==> src/rtl/mdu_iterative.sv <==
// mdu_iterative: multiply/divide unit holding the architectural HI/LO pair.
//   Multiply-class ops (mult, multu, madd, maddu, msub, msubu) keep the unit
//   busy for MULT_LAT cycles. div/divu use a radix-2 restoring divider that
//   produces one quotient bit per cycle, then spends one cycle on sign fixup,
//   for WIDTH+1 busy cycles in total.
// Ports:
//   clk, reset     clock and synchronous active-high reset
//   A, B           operands rs / rt (A is also the mthi/mtlo source)
//   start          request a multiply/divide op selected by MultDivOp
//   MultDivOp      1 mult, 2 multu, 3 div, 4 divu, 5 mthi, 6 mtlo,
//                  7 madd, 8 maddu, 9 msub, 10 msubu
//   MDUWrite       request mthi/mtlo (start has priority)
//   req            exception flush; blocks acceptance in the same cycle
//   busy           an operation is in flight
//   hi, lo         committed HI/LO, readable at all times
module mdu_iterative #(
  parameter int WIDTH    = 32,
  parameter int MULT_LAT = 5
) (
  input  logic             clk,
  input  logic             reset,
  input  logic [WIDTH-1:0] A,
  input  logic [WIDTH-1:0] B,
  input  logic             start,
  input  logic [3:0]       MultDivOp,
  input  logic             MDUWrite,
  input  logic             req,
  output logic             busy,
  output logic [WIDTH-1:0] hi,
  output logic [WIDTH-1:0] lo
);

  localparam int DIV_LAT = WIDTH + 1;
  localparam int CMAX    = (MULT_LAT > DIV_LAT) ? MULT_LAT : DIV_LAT;
  localparam int CW      = $clog2(CMAX);

  typedef enum logic [1:0] {S_IDLE, S_MUL, S_DIV, S_FIX} state_t;

  state_t             state_q, state_d;
  logic               busy_q, busy_d;
  logic [CW-1:0]      cnt_q, cnt_d;
  logic [WIDTH-1:0]   hi_q, hi_d, lo_q, lo_d;
  logic [WIDTH-1:0]   a_q, a_d, b_q, b_d;
  logic [3:0]         op_q, op_d;
  logic [2*WIDTH-1:0] acc_q, acc_d;
  logic [WIDTH-1:0]   quo_q, quo_d, rem_q, rem_d;

  logic               op_valid, op_mul;
  logic               mul_sgn, div_sgn;
  logic [2*WIDTH-1:0] a_ext, b_ext, prod, mul_res;
  logic [WIDTH-1:0]   b_mag, q_fix, r_fix;
  logic [WIDTH:0]     shifted, diff;

  assign op_valid = MultDivOp inside {4'd1, 4'd2, 4'd3, 4'd4, 4'd7, 4'd8, 4'd9, 4'd10};
  assign op_mul   = MultDivOp inside {4'd1, 4'd2, 4'd7, 4'd8, 4'd9, 4'd10};

  // Multiply datapath works on the latched operands and the {HI,LO}
  // snapshot taken at acceptance; only the low 2*WIDTH bits are kept.
  assign mul_sgn = op_q inside {4'd1, 4'd7, 4'd9};
  assign a_ext   = mul_sgn ? {{WIDTH{a_q[WIDTH-1]}}, a_q} : {{WIDTH{1'b0}}, a_q};
  assign b_ext   = mul_sgn ? {{WIDTH{b_q[WIDTH-1]}}, b_q} : {{WIDTH{1'b0}}, b_q};
  assign prod    = a_ext * b_ext;

  always_comb begin
    mul_res = prod;
    if (op_q inside {4'd7, 4'd8}) mul_res = acc_q + prod;
    if (op_q inside {4'd9, 4'd10}) mul_res = acc_q - prod;
  end

  // Divider runs on magnitudes: quo_q starts as |dividend| and is shifted
  // out MSB-first into the partial remainder while quotient bits shift in.
  assign div_sgn = (op_q == 4'd3);
  assign b_mag   = (div_sgn && b_q[WIDTH-1]) ? -b_q : b_q;
  assign shifted = {rem_q, quo_q[WIDTH-1]};
  assign diff    = shifted - {1'b0, b_mag};
  assign q_fix   = (div_sgn && (a_q[WIDTH-1] ^ b_q[WIDTH-1])) ? -quo_q : quo_q;
  assign r_fix   = (div_sgn && a_q[WIDTH-1]) ? -rem_q : rem_q;

  always_comb begin
    state_d = state_q;
    busy_d  = busy_q;
    cnt_d   = cnt_q;
    hi_d    = hi_q;
    lo_d    = lo_q;
    a_d     = a_q;
    b_d     = b_q;
    op_d    = op_q;
    acc_d   = acc_q;
    quo_d   = quo_q;
    rem_d   = rem_q;
    unique case (state_q)
      S_IDLE: begin
        if (start && !req && op_valid) begin
          a_d    = A;
          b_d    = B;
          op_d   = MultDivOp;
          acc_d  = {hi_q, lo_q};
          busy_d = 1'b1;
          rem_d  = '0;
          if (op_mul) begin
            state_d = S_MUL;
            cnt_d   = CW'(MULT_LAT - 1);
          end else begin
            state_d = S_DIV;
            cnt_d   = CW'(WIDTH - 1);
            quo_d   = (MultDivOp == 4'd3 && A[WIDTH-1]) ? -A : A;
          end
        end else if (!start && MDUWrite && !req) begin
          if (MultDivOp == 4'd5) hi_d = A;
          if (MultDivOp == 4'd6) lo_d = A;
        end
      end
      S_MUL: begin
        if (cnt_q == '0) begin
          {hi_d, lo_d} = mul_res;
          busy_d       = 1'b0;
          state_d      = S_IDLE;
        end else begin
          cnt_d = cnt_q - CW'(1);
        end
      end
      S_DIV: begin
        if (!diff[WIDTH]) begin
          rem_d = diff[WIDTH-1:0];
          quo_d = {quo_q[WIDTH-2:0], 1'b1};
        end else begin
          rem_d = shifted[WIDTH-1:0];
          quo_d = {quo_q[WIDTH-2:0], 1'b0};
        end
        if (cnt_q == '0) state_d = S_FIX;
        else cnt_d = cnt_q - CW'(1);
      end
      S_FIX: begin
        // Divide by zero still spends the full period but leaves HI/LO alone.
        if (b_q != '0) begin
          hi_d = r_fix;
          lo_d = q_fix;
        end
        busy_d  = 1'b0;
        state_d = S_IDLE;
      end
      default: state_d = S_IDLE;
    endcase
  end

  always_ff @(posedge clk) begin
    if (reset) begin
      state_q <= S_IDLE;
      busy_q  <= 1'b0;
      cnt_q   <= '0;
      hi_q    <= '0;
      lo_q    <= '0;
      a_q     <= '0;
      b_q     <= '0;
      op_q    <= '0;
      acc_q   <= '0;
      quo_q   <= '0;
      rem_q   <= '0;
    end else begin
      state_q <= state_d;
      busy_q  <= busy_d;
      cnt_q   <= cnt_d;
      hi_q    <= hi_d;
      lo_q    <= lo_d;
      a_q     <= a_d;
      b_q     <= b_d;
      op_q    <= op_d;
      acc_q   <= acc_d;
      quo_q   <= quo_d;
      rem_q   <= rem_d;
    end
  end

  assign busy = busy_q;
  assign hi   = hi_q;
  assign lo   = lo_q;

endmodule

==> config.mk <==
export PLATFORM = sky130hd
export DESIGN_NAME = mdu_iterative
export DESIGN_NICKNAME = d
export VERILOG_FILES = /design/src/rtl/mdu_iterative.sv
export SDC_FILE = /design/constraint.sdc
export NUM_CORES = 2
export LEC_CHECK = 0
export ABC_AREA = 0
export CORE_ASPECT_RATIO = 0.6
export CORE_MARGIN = 2
export CORE_UTILIZATION = 59
export CTS_CLUSTER_DIAMETER = 120
export DETAILED_ROUTE_END_ITERATION = 7
export PLACE_DENSITY = 0.85
export RECOVER_POWER = 25
export SLEW_MARGIN = 20
export SYNTH_ARGS = -nofsm -noshare
export SYNTH_HDL_FRONTEND = slang
export SYNTH_SLANG_ARGS = --single-unit
==> constraint.sdc <==
create_clock -name clk -period 19.52 [get_ports clk]
set_input_delay 1.952 -clock clk [delete_from_list [all_inputs] [get_ports clk]]
set_output_delay 1.952 -clock clk [all_outputs]
set_load 0.02 [all_outputs]
# Word level (Yosys, flattened, before mapping)
# Index checks and enable logic that the tools add are counted.
[totals]
ff_bits = 269
latch_bits = 0
mem_bits_rw = 0
mem_bits_ro = 0
inputBits = 73
out_inout_bits = 65
mem_count = 0
[classes]
add_sub_neg = 8
n_mul = 1
n_div = 0
n_lt_le_gt_ge = 0
n_eq_ne = 29
n_shift = 0
mux = 39
bitwise = 1
reduce_logical = 30
[op_table]
columns = ["cell", "count"]
rows = [
  ["2-to-1 mux 32 bit", 18],
  ["2-to-1 mux 64 bit", 4],
  ["one-hot mux 32 bit (3 select lines)", 2],
  ["negation 32 bit", 4],
  ["one-hot mux 32 bit (2 select lines)", 2],
  ["adder 64 bit", 1],
  ["multiplier 64 x 64 -> 64 bit", 1],
  ["subtractor 64 bit", 1],
  ["subtractor 33 x 32 -> 33 bit", 1],
  ["nonzero test 32 bit", 1],
  ["equality test 4 bit, second input constant", 6],
  ["equality test 4 x 3 -> 1 bit, second input constant", 5],
  ["!= test 2 bit, second input constant", 10],
  ["equality test 4 x 2 -> 1 bit, second input constant", 3],
  ["2-to-1 mux 6 bit", 2],
  ["one-hot mux 6 bit (2 select lines)", 1],
  ["AND reduction 3 bit", 4],
  ["AND reduction 6 bit", 2],
  ["equality test 4 x 1 -> 1 bit, second input constant", 2],
  ["logical AND 1 bit", 8],
  ["2-to-1 mux 2 bit", 4],
  ["one-hot mux 2 bit (4 select lines)", 1],
  ["nonzero test 2 bit", 4],
  ["nonzero test 8 bit", 1],
  ["14 further kinds", 20],
]

# Longest topological paths before layout
[depth]
word_depth = 9
depth_mapped = 50

# Worst setup path before layout
# OpenSTA, ideal clock, no wires.
[synth_path]
kind = "reg2reg"
from = "register op_q[1]"
to = "register hi_q[30] (netlist: hi[30])"
setup_ps = 92
t_arrival_ps = 11694
setup_slack_ps = 7734
stages_incl_launch_ff = 49
n_path_buf = 4
cell_sequence = "dfxtp_1 nor2b_1 nand2_1 o21ai_0 and3_1 clkbuf_1 clkbuf_1 nand2_1 fa_1 inv_1 fa_1 fa_1 fa_1 inv_1 fa_1 inv_1 fa_1 fa_1 [13 not listed] o31a_1 o21ai_1 xnor2_1 inv_1 ha_1 clkbuf_1 a21o_1 a21o_1 a21oi_1 nor2b_1 o21a_1 o21ai_0 nand2b_1 a21oi_1 mux2i_1 nor2_1 or4_1 o32ai_1"
[synth_between]
elab_chain_len = 9
elab_cells_between_ends = 21
[synth_rtl]
columns = ["element", "line", "text"]
rows = [
  ["from (decl)", "44", "logic [3:0] op_q, op_d;"],
  ["from (signal assigned)", "167", "op_q <= op_d;"],
  ["equality test 4 x 1 -> 1 bit, or another cell as far along", "59", "assign mul_sgn = op_q inside {4'd1, 4'd7, 4'd9};"],
  ["nonzero test 3 bit", "59", ""],
  ["2-to-1 mux 64 bit (on tied branches)", "60, 61", ""],
  ["multiplier 64 x 64 -> 64 bit", "62", "assign prod = a_ext * b_ext;"],
  ["adder 64 bit", "66", "if (op_q inside {4'd7, 4'd8}) mul_res = acc_q + prod;"],
  ["2-to-1 mux 64 bit", "66", ""],
  ["2-to-1 mux 64 bit", "67", "if (op_q inside {4'd9, 4'd10}) mul_res = acc_q - prod;"],
  ["2-to-1 mux 32 bit", "114", "if (cnt_q == '0) begin"],
  ["one-hot mux 32 bit (3 select lines) *", "91", "unique case (state_q)"],
  ["to (signal assigned)", "163", "hi_q <= hi_d;"],
  ["to (decl)", "42", "logic [WIDTH-1:0] hi_q, hi_d, lo_q, lo_d;"],
]
# Every way passes the cells marked *; elsewhere a longest branch is shown, timed or not. The select of a mux whose other input is x is not followed.
# A chain may end at the register's enable or synchronous reset.

# Worst setup path in the final report
[layout_path]
from = "register a_q[9]"
to = "register hi_q[29] (netlist: hi[29])"
[layout_between]
elab_chain_len = 7
elab_cells_between_ends = 8
[layout_rtl]
columns = ["element", "line", "text"]
rows = [
  ["from (decl)", "43", "logic [WIDTH-1:0] a_q, a_d, b_q, b_d;"],
  ["from (signal assigned)", "153", "a_q <= '0;"],
  ["from (signal assigned)", "165", "a_q <= a_d;"],
  ["2-to-1 mux 64 bit *", "60", "assign a_ext = mul_sgn ? {{WIDTH{a_q[WIDTH-1]}}, a_q} : {{WIDTH{1'b0}}, a_q};"],
  ["multiplier 64 x 64 -> 64 bit *", "62", ""],
  ["adder 64 bit", "66", ""],
  ["2-to-1 mux 64 bit", "66", ""],
  ["2-to-1 mux 64 bit *", "67", ""],
  ["2-to-1 mux 32 bit *", "114", ""],
  ["one-hot mux 32 bit (3 select lines) *", "91", ""],
]
# Marks and branches as above.

==> results.ini <==
[outcome]
outcome = complete, but fails checks
failed_checks = DRC, capacitance limit, slew limit

[logic_synthesis]
ys_async_sr_fraction_pct = 0
yosysMostFrequentCell = inv_1
syn_area_sq_mm = 0.0713
yosysWarningCount = 0
synth-main-ff-cell = dfxtp_1
synth_nets = 10500
ys_seq_elements = 269
yosys.area.top_type = fa_1
synth_edf_count = 0
synthCells = 8537
synth-seq-area-share_pct = 7.55
synth_area_leaders = fa_1 (40%), inv_1 (9.3%), ha_1 (8.3%), dfxtp_1 (7.6%), nand2_1 (6.9%)
syn_area_per_cell_sq_um = 8.35
synth_top_area_share_pct = 40.0
synth_commonest_cells = inv_1 (1768), fa_1 (1425), nand2_1 (1310), ha_1 (475), a21oi_1 (470)
synth_cell_types = 97

[critical_path]
cp-startpoint = a_q[9]
reg2reg_to = hi[29]
crit_path_end_kind = register
cp_max_fo = 24
path_depth = 41
cp.required_ps = 20010
slowest_stage = o21ai_0
crit_path_end = hi[29]
path_class = reg2reg
r2r_cells = 41
ff2ff_setup_slack_ps = 5920
crit_path_frequent_cell = fa_1
r2r-start = a_q[9]
critPathBufInv = 7
arrival_ps = 14090
critical_path.top_delay_family = adder cells
start_kind = register
slowest_delay_ps = 1010

[cts]
cts_resized = 0
cts_buffers = 34
clk_pin_slew_ps = 70
clk_latency_ps = 590
htreeDepth = 2
cts_tree = yes
cts_buffer_depth = 3
hold_buffers = 0
post_cts_buffers = 0
clockRootBuffer = clkbuf_16
clock-sinks = 269

[power_and_ir_drop]
switching_share_pct = 47.6
p_switching_mw = 1.25
p_leak_nw = 36.8
power_mw = 2.63
power_per_cell_area_mw_per_mm2 = 35.1
power.share.sequential_pct = 25.0
power.internal_mw = 1.38
pwr-share-comb_pct = 49.0
vdd_drop_max_uv = 51.5
p_clk_share_pct = 26.1

[route]
drt_first_pass_iters = 8
drt_wl_total_um = 278000
drt-initial-drc-count = 10300
drtAntennaViolNets = 0
vias_per_cell = 6.41
drc = 10
route.vias.total = 63800
wl_per_cell_um = 27.9

[timing]
drv_slew = 116
fin_crit_sh_pct = 69.7
setup_tns_ps = 0
setup_viol = 0
rsz0062_at_grt = no
hold_viol_final = 0
period_minus_slack_ps = 13600
relSlewSlack_pct = -121
tightest_slew_ps = 3320
fmax_mhz = 73.5
finClkSkew_ps = 32.8

[hold_path]
hold_class = reg2reg

[place]
io_buffers = 137
dp.cells = 9888
gp_congestion = 1.07
place_area_sq_mm = 0.0737
hpwl_um = 219000

[global_routing]
overflow = 0
antenna_found_initial = 19
grtUsageTotal_pct = 44.5
grt_max_degree = 87
grt_pass1_vias = 62200
grt_first_pass_wirelength_um = 406000

[layout]
fin_area_sq_mm = 0.0749
synthToLayoutAreaGrowth_pct = 4.99
nets = 10300
fin_util_pct = 62.6
layout.cells.non_filler = 9956
drive_above_1_share_pct = 3.04

[die]
dieWidth_um = 453
io_pins = 138
dieArea_sq_mm = 0.124
die_y_um = 273
coreArea_sq_mm = 0.120
num_rows = 98
start_util_pct = 59.6

[flow_run]
cap_violations = 2

-- stage by stage --
| stage | worst slack, ps | hold WS [ps] |
|---|---|---|
| 2_1_floorplan | 7730 | 445 |
| 3_3_place_gp | 6170 | 442 |
| 3_5_place_dp | 5950 | 448 |
| 4_1_cts | 5950 | 456 |
| 5_1_grt | 5490 | 481 |
| 6_report | 5920 | 463 |
-- power by group through the flow --
stage | sequential [mW] | combinational [mW] | clock (mW)
2_1_floorplan | 0.670 | 0.743 | 0
3_5_place_dp | 0.666 | 1.21 | 0
4_1_cts | 0.654 | 1.22 | 0.678
5_1_grt | 0.659 | 1.34 | 0.700
6_report | 0.657 | 1.29 | 0.686
3_3_place_gp | 0.665 | 1.20 | 0
-- worst min-delay path, cell delays in order, from the launching register on --
cell and delay (ps):
dfxtp_1 310, nand2_1 50, a21oi_1 50
-- sequential cells by signal (all words and copies together) (netlist names) --
| register | flops |
|---|---|
| acc_q | 64 |
| busy | 1 |
| op_q | 4 |
| a_q | 32 |
| hi | 32 |
| state_q | 2 |
| rem_q | 32 |
| lo | 32 |
| quo_q | 32 |
| b_q | 32 |
| cnt_q | 6 |
-- cell usage in the layout (no fill, tap or decap), types with 15 or more instances in the layout --
cell type and count:
o21ai_1 15, buf_4 106, ha_1 472, a211oi_1 57, a31o_2 15, o22ai_1 28, a221o_1 18, a21o_1 103
nor2b_1 42, nand4_1 37, nand2_1 1309, or4_1 16, o21ai_0 226, o211ai_1 31, dfxtp_1 256, nand2b_1 31
nor3_1 67, a22oi_1 34, inv_1 1768, clkbuf_16 35, nor2_1 293, and2_1 374, a311oi_1 32, xnor2_1 181
mux2i_1 37, o21bai_1 57, o221ai_1 29, o21a_1 25, nand3_1 36, clkdlybuf4s50_1 70, a221oi_1 68, o31ai_1 47
or3_1 33, fa_1 1425, xor2_1 108, nor4_1 34, dlygate4sd3_1 66, a21oi_1 469, a31oi_1 33, and3_1 30
-- worst min-delay path by stage --
stage | cells after the start | end | start | slack [ps]
after global routing | 2 | a_q[4] | a_q[4] | 480
after detailed placement | 2 | a_q[0] | a_q[0] | 450
after global placement | 2 | a_q[4] | a_q[4] | 440
final | 2 | a_q[0] | a_q[0] | 460
after CTS | 2 | a_q[0] | a_q[0] | 460
after floorplan | 2 | quo_q[12] | quo_q[12] | 450
-- per-layer routing --
metal,track usage [%],part of all wire (%)
met1,63.6,39
met2,54.1,35
met3,29.0,22
met4,9.80,3.2
met5,8.00,0.58
-- final cells by class --
type,instances,area [sq um]
clock inverter,13,146
multi-input combinational,6003,57500
antenna,6,15.0
fill,9796,44700
timing repair buffer,247,2210
inverter,1771,6650
tap,1600,2000
sequential,269,5400
clock buffer,47,961
-- logic make-up after synthesis --
| family | after synthesis | synth area share (%) |
|---|---|---|
| AND/OR/NAND/NOR | 2369 | 15.2 |
| buffers and inverters | 2265 | 12.0 |
| adder cells (fa/ha/maj) | 1903 | 48.4 |
| AO/OA/AOI/OAI | 1399 | 12.8 |
| XOR/XNOR | 294 | 3.61 |
| flip-flops | 269 | 7.55 |
| multiplexers | 38 | 0.535 |
Power figures use the tool's default switching activity.
